## config.mk

```make
export PLATFORM = sky130hd
export DESIGN_NAME = j_jmemarb_flat
export DESIGN_NICKNAME = d
export VERILOG_FILES = /design/src/rtl/j_jmemarb_if.sv /design/src/rtl/j_jmemarb.sv /design/src/flat_wrapper.sv
export SDC_FILE = /design/constraint.sdc
export NUM_CORES = 1
export LEC_CHECK = 0
export ABC_AREA = 1
export CELL_PAD_IN_SITES_DETAIL_PLACEMENT = 1
export CELL_PAD_IN_SITES_GLOBAL_PLACEMENT = 1
export CORE_MARGIN = 1.5
export CORE_UTILIZATION = 30
export CTS_CLUSTER_DIAMETER = 40
export DETAILED_ROUTE_END_ITERATION = 7
export PLACE_DENSITY = 0.87
export SLEW_MARGIN = 20
export SYNTH_ARGS = -nofsm -noshare
export SYNTH_HDL_FRONTEND = slang
export SYNTH_SLANG_ARGS = --single-unit
```

## constraint.sdc

```tcl
create_clock -name sys_clk -period 3.55 [get_ports sys_clk]
set_input_delay 0.355 -clock sys_clk [delete_from_list [all_inputs] [get_ports sys_clk]]
set_output_delay 0.355 -clock sys_clk [all_outputs]
set_load 0.02 [all_outputs]
```

## src/rtl/j_jmemarb_if.sv

```systemverilog
// Memory arbiter bus bundle: two requester ports, memory-controller port, bus ownership.
// Latency: none (wiring only).
// Backpressure: requesters hold req until ack; the controller paces cycles with mack; busgnt gates external ownership.
//
// Ports grouped here:
//   requesters : req_n, rw_n, siz_n, addr_n, wdata_0 -> ack_n, rdata
//   controller : mreq, mrw, msiz, maddr, mwdata -> mack, mrdata
//   ownership  : busreq -> busgnt
// Modport slave is the arbiter's view; modport master is the surrounding system
// (DSP core, prefetch queue, memory controller and bus arbiter together).
interface j_jmemarb_if #(
    parameter int AW = 24
);
    logic          req_0;
    logic          req_1;
    logic          rw_0;
    logic          rw_1;
    logic [1:0]    siz_0;
    logic [1:0]    siz_1;
    logic [AW-1:0] addr_0;
    logic [AW-1:0] addr_1;
    logic [31:0]   wdata_0;
    logic          ack_0;
    logic          ack_1;
    logic [31:0]   rdata;
    logic          mreq;
    logic          mrw;
    logic [1:0]    msiz;
    logic [AW-1:0] maddr;
    logic [31:0]   mwdata;
    logic          mack;
    logic [31:0]   mrdata;
    logic          busreq;
    logic          busgnt;

    modport slave (
        input  req_0, req_1, rw_0, rw_1, siz_0, siz_1, addr_0, addr_1, wdata_0,
        output ack_0, ack_1, rdata,
        output mreq, mrw, msiz, maddr, mwdata,
        input  mack, mrdata,
        output busreq,
        input  busgnt
    );

    modport master (
        output req_0, req_1, rw_0, rw_1, siz_0, siz_1, addr_0, addr_1, wdata_0,
        input  ack_0, ack_1, rdata,
        input  mreq, mrw, msiz, maddr, mwdata,
        output mack, mrdata,
        input  busreq,
        output busgnt
    );
endinterface

```

## src/rtl/j_jmemarb.sv

```systemverilog
// Arbitrates DSP data (port 0) and prefetch (port 1) onto one memory-controller port, acquiring the external bus and splitting longs on a 16-bit bus.
// Latency: grant-to-ack = 1 + busgnt wait + controller latency (+ second half when split) + 1 cycles.
// Backpressure: requests are held until ack; each cycle waits for mack; external cycles wait for busgnt.
//
// Ports: sys_clk, reset (async, active-high); dsp16 = 16-bit external bus, bigend = half ordering;
//        bus (j_jmemarb_if.slave) carries requester, memory-controller and bus-ownership signals.
module j_jmemarb #(
    parameter int         AW       = 24,
    parameter int         STARVE   = 4,
    parameter logic [8:0] INT_PAGE = 9'h1E2
) (
    input  logic         sys_clk,
    input  logic         reset,
    input  logic         dsp16,
    input  logic         bigend,
    j_jmemarb_if.slave   bus
);
    localparam int CW = $clog2(STARVE + 1);

    typedef enum logic [2:0] {IDLE, BUSREQ, ISSUE, HALF2, DONE} state_t;

    state_t        state, state_n;
    logic          sel_r;        // port that owns the current transfer
    logic          rw_r;
    logic [1:0]    siz_r;
    logic [AW-1:0] addr_r;
    logic [31:0]   wdata_r;
    logic [31:0]   rdata_r;
    logic          split_r;      // long access going out as two 16-bit halves
    logic          bigend_r;
    logic          busreq_r;
    logic [CW-1:0] starve_cnt;

    logic          grant_vld;
    logic          grant_sel;
    logic          win_int;
    logic          win_rw;
    logic [1:0]    win_siz;
    logic [AW-1:0] win_addr;
    logic          issuing;
    logic [15:0]   half_w;

    // Candidate winner: port 1 only when alone or when port 0 has used up its streak.
    always_comb begin
        grant_sel = bus.req_1 && (!bus.req_0 || starve_cnt == CW'(STARVE));
        win_addr  = grant_sel ? bus.addr_1 : bus.addr_0;
        win_siz   = grant_sel ? bus.siz_1  : bus.siz_0;
        win_rw    = grant_sel ? 1'b1       : bus.rw_0;   // prefetch is read-only
        win_int   = (win_addr[AW-1 -: 9] == INT_PAGE);
    end

    always_ff @(posedge sys_clk or posedge reset) begin
        if (reset) state <= IDLE;
        else       state <= state_n;
    end

    always_comb begin
        state_n   = state;
        grant_vld = 1'b0;
        case (state)
            IDLE: begin
                if (bus.req_0 || bus.req_1) begin
                    grant_vld = 1'b1;
                    // Internal space needs no bus; an already-owned bus skips the request phase.
                    if (win_int || (bus.busgnt && busreq_r)) state_n = ISSUE;
                    else                                     state_n = BUSREQ;
                end
            end
            BUSREQ:  if (bus.busgnt) state_n = ISSUE;
            ISSUE:   if (bus.mack)   state_n = split_r ? HALF2 : DONE;
            HALF2:   if (bus.mack)   state_n = DONE;
            DONE:    state_n = IDLE;
            default: state_n = IDLE;
        endcase
    end

    always_ff @(posedge sys_clk or posedge reset) begin
        if (reset) begin
            sel_r      <= 1'b0;
            rw_r       <= 1'b0;
            siz_r      <= 2'b00;
            addr_r     <= '0;
            wdata_r    <= '0;
            rdata_r    <= '0;
            split_r    <= 1'b0;
            bigend_r   <= 1'b0;
            busreq_r   <= 1'b0;
            starve_cnt <= '0;
        end else begin
            if (!bus.req_1)
                starve_cnt <= '0;
            else if (grant_vld)
                starve_cnt <= grant_sel ? '0 :
                              (starve_cnt == CW'(STARVE)) ? starve_cnt : starve_cnt + CW'(1);

            if (grant_vld) begin
                sel_r    <= grant_sel;
                rw_r     <= win_rw;
                siz_r    <= win_siz;
                addr_r   <= win_addr;
                wdata_r  <= grant_sel ? 32'h0 : bus.wdata_0;
                split_r  <= dsp16 && !win_int && (win_siz == 2'b10);
                bigend_r <= bigend;
                rdata_r  <= 32'h0;
            end

            // Ownership is decided in IDLE: keep/raise it for an external winner, release otherwise.
            if (state == IDLE)
                busreq_r <= grant_vld && !win_int;

            if (bus.mack && rw_r) begin
                if (state == ISSUE) begin
                    if (!split_r)      rdata_r         <= bus.mrdata;
                    else if (bigend_r) rdata_r[31:16]  <= bus.mrdata[15:0];
                    else               rdata_r[15:0]   <= bus.mrdata[15:0];
                end else if (state == HALF2) begin
                    if (bigend_r) rdata_r[15:0]  <= bus.mrdata[15:0];
                    else          rdata_r[31:16] <= bus.mrdata[15:0];
                end
            end
        end
    end

    assign issuing = (state == ISSUE) || (state == HALF2);
    // Upper half goes first when big-endian, second otherwise.
    assign half_w  = ((state == ISSUE) == bigend_r) ? wdata_r[31:16] : wdata_r[15:0];

    assign bus.mreq   = issuing;
    assign bus.mrw    = issuing && rw_r;
    assign bus.msiz   = !issuing ? 2'b00 : (split_r ? 2'b01 : siz_r);
    assign bus.maddr  = (state == ISSUE) ? addr_r :
                        (state == HALF2) ? addr_r + AW'(2) : '0;
    assign bus.mwdata = (!issuing || rw_r) ? 32'h0 :
                        (split_r ? {16'h0, half_w} : wdata_r);
    assign bus.ack_0  = (state == DONE) && !sel_r;
    assign bus.ack_1  = (state == DONE) &&  sel_r;
    assign bus.rdata  = (state == DONE) ? rdata_r : 32'h0;
    assign bus.busreq = busreq_r;
endmodule

```

## src/flat_wrapper.sv

```systemverilog
// flat-port wrapper written by rule: the top's interface ports become plain ports
module j_jmemarb_flat 
#(
    parameter int         AW       = 24,
    parameter int         STARVE   = 4,
    parameter logic [8:0] INT_PAGE = 9'h1E2
)
  (sys_clk, reset, dsp16, bigend, bus_req_0, bus_req_1, bus_rw_0, bus_rw_1, bus_siz_0, bus_siz_1, bus_addr_0, bus_addr_1, bus_wdata_0, bus_ack_0, bus_ack_1, bus_rdata, bus_mreq, bus_mrw, bus_msiz, bus_maddr, bus_mwdata, bus_mack, bus_mrdata, bus_busreq, bus_busgnt);
  j_jmemarb_if #(.AW(AW)) bus_i ();
  input  logic sys_clk;
  input  logic reset;
  input  logic dsp16;
  input  logic bigend;
  input wire logic [$bits(bus_i.req_0)-1:0] bus_req_0;
  input wire logic [$bits(bus_i.req_1)-1:0] bus_req_1;
  input wire logic [$bits(bus_i.rw_0)-1:0] bus_rw_0;
  input wire logic [$bits(bus_i.rw_1)-1:0] bus_rw_1;
  input wire logic [$bits(bus_i.siz_0)-1:0] bus_siz_0;
  input wire logic [$bits(bus_i.siz_1)-1:0] bus_siz_1;
  input wire logic [$bits(bus_i.addr_0)-1:0] bus_addr_0;
  input wire logic [$bits(bus_i.addr_1)-1:0] bus_addr_1;
  input wire logic [$bits(bus_i.wdata_0)-1:0] bus_wdata_0;
  output wire logic [$bits(bus_i.ack_0)-1:0] bus_ack_0;
  output wire logic [$bits(bus_i.ack_1)-1:0] bus_ack_1;
  output wire logic [$bits(bus_i.rdata)-1:0] bus_rdata;
  output wire logic [$bits(bus_i.mreq)-1:0] bus_mreq;
  output wire logic [$bits(bus_i.mrw)-1:0] bus_mrw;
  output wire logic [$bits(bus_i.msiz)-1:0] bus_msiz;
  output wire logic [$bits(bus_i.maddr)-1:0] bus_maddr;
  output wire logic [$bits(bus_i.mwdata)-1:0] bus_mwdata;
  input wire logic [$bits(bus_i.mack)-1:0] bus_mack;
  input wire logic [$bits(bus_i.mrdata)-1:0] bus_mrdata;
  output wire logic [$bits(bus_i.busreq)-1:0] bus_busreq;
  input wire logic [$bits(bus_i.busgnt)-1:0] bus_busgnt;
  assign bus_i.req_0 = bus_req_0;
  assign bus_i.req_1 = bus_req_1;
  assign bus_i.rw_0 = bus_rw_0;
  assign bus_i.rw_1 = bus_rw_1;
  assign bus_i.siz_0 = bus_siz_0;
  assign bus_i.siz_1 = bus_siz_1;
  assign bus_i.addr_0 = bus_addr_0;
  assign bus_i.addr_1 = bus_addr_1;
  assign bus_i.wdata_0 = bus_wdata_0;
  assign bus_ack_0 = bus_i.ack_0;
  assign bus_ack_1 = bus_i.ack_1;
  assign bus_rdata = bus_i.rdata;
  assign bus_mreq = bus_i.mreq;
  assign bus_mrw = bus_i.mrw;
  assign bus_msiz = bus_i.msiz;
  assign bus_maddr = bus_i.maddr;
  assign bus_mwdata = bus_i.mwdata;
  assign bus_i.mack = bus_mack;
  assign bus_i.mrdata = bus_mrdata;
  assign bus_busreq = bus_i.busreq;
  assign bus_i.busgnt = bus_busgnt;
  j_jmemarb #(.AW(AW), .STARVE(STARVE), .INT_PAGE(INT_PAGE)) u_core (.sys_clk(sys_clk), .reset(reset), .dsp16(dsp16), .bigend(bigend), .bus(bus_i));
endmodule
```

==> metrics <==
Avg Synthesized Cell Area 6.964 um^2; WP data arrival 2940 ps; vias in the first global route 7,209; Syn-to-layout area delta 43.25%; dominant cells by area after synthesis dfrtp_1, o21ai_0, inv_1; Worst-Skew Late Latency 360 ps; CTS tree yes; clock share of power 16.2%; Seq cells post-synth 101; Pins Over Slew Limit 0; total vias in the final route 6,829; synthesized cell area 6379 um^2; Setup crit start kind flip-flop; routed wire length 23,190 um; layout net count 1,238; IO Pins 221; status complete, no violations; Setup-failing EPs final 0; Synth area leader dfrtp_1; first-pass GRT wire length 37,360 um; # clock sinks 101; Mapped Nets 1,045; 1st-iter DRT viols 237; buffers plus inverters on the worst setup path 1; Worst Path Max Fanout 5; leakage 4.002 nW; Ys Warns 0; antenna-violating nets left 0; All-Layer GR Usage 21.37%; Routed wire per std cell 16.69 um; Post-route DRC 0; Internal Power 3.550 mW; Worst-Margin Slew 756.5 ps; WHS 494.7 ps; antenna diode instance count 0; flop-to-flop setup slack 780 ps; sequential share of power 31.1%; HP Class in2async; Hold Vio Cnt, Final 0; max cap viols 0; Slowest-stage cell, CP clkdlybuf4s50_1; crit path capture type primary output; critical-path cell list ha_1, nand3_1, nor2_1, nand2_1, nor2_2, nand2_1, nor2_1, nand2_1, nand2_1, nand3_1, o21ai_0, clkdlybuf4s50_1; Sw Share 46.62%; synth unique cells 38; kind of critical path reg2out; share of total power in combinational logic 52.7%; footprint of the multi-input gates 3035 um^2; grt total ovfl 0; CTS max path bufs 2; Inserted Clock Buffers 9; post-synthesis sequential area ratio 39.62%; Psw 3.100 mW; commonest cells in the synthesized netlist inv_1, nand2_1, o21ai_0; initial antenna violation count 0; asr flop ratio synth 100.0%; CP dominant cell by count nand2_1; total negative slack 0 ps; Setup WS post-layout 253.1 ps; relative slew slack 49.57%; Die W 148.8 um; worst path required time 3190 ps; DR pass1 iterations 4; largest net degree at the start of global routing 74; gate count after technology mapping 916; die area 22,150 um^2; period utilisation layout 92.87%; FP Rows 53; Top FF cell, synth dfrtp_1; clock root cell clkbuf_16; core box area 20,960 um^2; Post-synth EDFFs 0; RSZ-0062 raised after global routing no; Final Total Pwr 6.650 mW; register area 2527 um^2; Fillers 2,642; via/cell ratio 4.916; DP HPWL 17,130 um; Peak Freq 0.3033 GHz; post-layout util 43.61%; CP top delay family simple AND/OR/NAND/NOR gates; htree depth 3; peak supply drop 0.2725 mV; minimum clock period 3297 ps; layout cells sized above 1 5.655%; crit-path max cell delay 640 ps; pre-CTS setup slack 463.9 ps; P per Cell Area 727.8 nW/um^2; Placer Congestion 0.8201; clock skew 11.41 ps; Chip Height 148.8 um; post-synth top area share 39.62%; Port Buffers 219; Initial Utilization 30.44%; clock-pin slew on the worst setup and hold paths 80 ps
[power by group through the flow]
stage          Clock [mW]  Sequential [mW]  Combinational (mW)
2_1_floorplan           0             1.97                2.28
3_3_place_gp            0             2.05                3.41
3_5_place_dp            0             2.09                3.53
4_1_cts              1.11             2.07                3.55
5_1_grt              1.15             2.14                3.92
6_report             1.08             2.07                3.50
[worst register-to-register path: stages, from the launching register on]
cell and delay [ps]:
dfrtp_1 350, inv_1 70, ha_1 200, nand2_1 60
nand2_1 170, nand2_2 290, clkinv_1 540, nand2_1 220
nand2_1 120, nor2_1 110, nand3_1 200, nand3_1 140
nand2_1 60, nand2_1 70, nand2_1 50
[cell type report]
cell class / count / area share (%)
clock buffer: 9 / 2.465
clock inverter: 7 / 0.9585
inverter: 156 / 6.436
multi-input combinational: 607 / 33.22
sequential: 101 / 27.66
tap: 275 / 3.766
timing repair buffer: 234 / 25.50
[per-layer routing]
| layer | up-vias | GRT usage [%] | wire, um |
|---|---|---|---|
| li1 | 3350 | - | - |
| met1 | 3267 | 26.93 | 10080 |
| met2 | 181 | 35.63 | 11060 |
| met3 | 31 | 5.413 | 1505 |
| met4 | 0 | 7.228 | 542 |
| met5 | - | 0 | 0 |
[cells in the final DEF (no fill, tap or decap), types with 3 or more instances in the layout]
cell type | netlist | final
a211oi_2 | 10 | 10
nand4_1 | 13 | 13
nor3_1 | 3 | 3
nand2_2 | 5 | 5
inv_1 | 148 | 147
o21ai_0 | 124 | 124
inv_2 | 6 | 6
ha_1 | 3 | 3
nor3_4 | 3 | 3
dfrtp_1 | 101 | 101
o21ai_1 | 11 | 10
nor2_2 | 2 | 3
o22ai_1 | 21 | 21
nand3_1 | 76 | 76
nor2_1 | 123 | 122
nand2_1 | 148 | 148
clkdlybuf4s50_1 | 0 | 219
a21oi_1 | 23 | 23
clkbuf_16 | 0 | 9
o211ai_1 | 15 | 15
a211oi_1 | 6 | 6
xor2_1 | 6 | 6
o32ai_1 | 3 | 3
buf_4 | 2 | 13
[worst paths after layout]
| path | start | end | depth (start not counted) |
|---|---|---|---|
| max in group asynchronous | reset | u_core.wdata_r[3] | 3 |
| min in group sys_clk | u_core.siz_r[0] | u_core.siz_r[0] | 2 |
| min | reset | u_core.sel_r | 2 |
| max | u_core.addr_r[1] | bus_maddr[23] | 12 |
| min reg2reg | u_core.siz_r[0] | u_core.siz_r[0] | 2 |
| max reg2reg | u_core.starve_cnt[0] | u_core.state[0] | 14 |
[registers in the layout, indices dropped and copies added, names as in the netlist]
| register | cells |
|---|---|
| u_core.wdata_r | 32 |
| u_core.split_r | 1 |
| u_core.state | 3 |
| u_core.rw_r | 1 |
| u_core.rdata_r | 32 |
| u_core.addr_r | 24 |
| u_core.bus.busreq | 1 |
| u_core.starve_cnt | 3 |
| u_core.sel_r | 1 |
| u_core.bigend_r | 1 |
| u_core.siz_r | 2 |
[repair_timing]
action	4_1_cts	5_1_grt
setup buffers	0	0
hold buffers	0	0
setup endpoints to repair	0	1
resized for setup	0	1
[logic make-up (layout without fill, tap and decap cells)]
group,Yosys count,after routing,share of synthesized area (%)
AO/OA/AOI/OAI,219,219,20.28
XOR/XNOR,6,6,0.8238
adder cells (fa/ha/maj),3,3,0.5885
buffers and inverters,208,406,13.00
flip-flops,101,101,39.62
multiplexers,1,1,0.1569
AND/OR/NAND/NOR,378,378,25.52
[per-stage QoR]
step	instances	cell area (um^2)
finish	1389	9138
global route	1389	9138
CTS	1389	9135
detailed placement	1373	8822
global placement	1373	8822
floorplan	916	6379
Note: power is estimated with default switching activity, not from simulation.
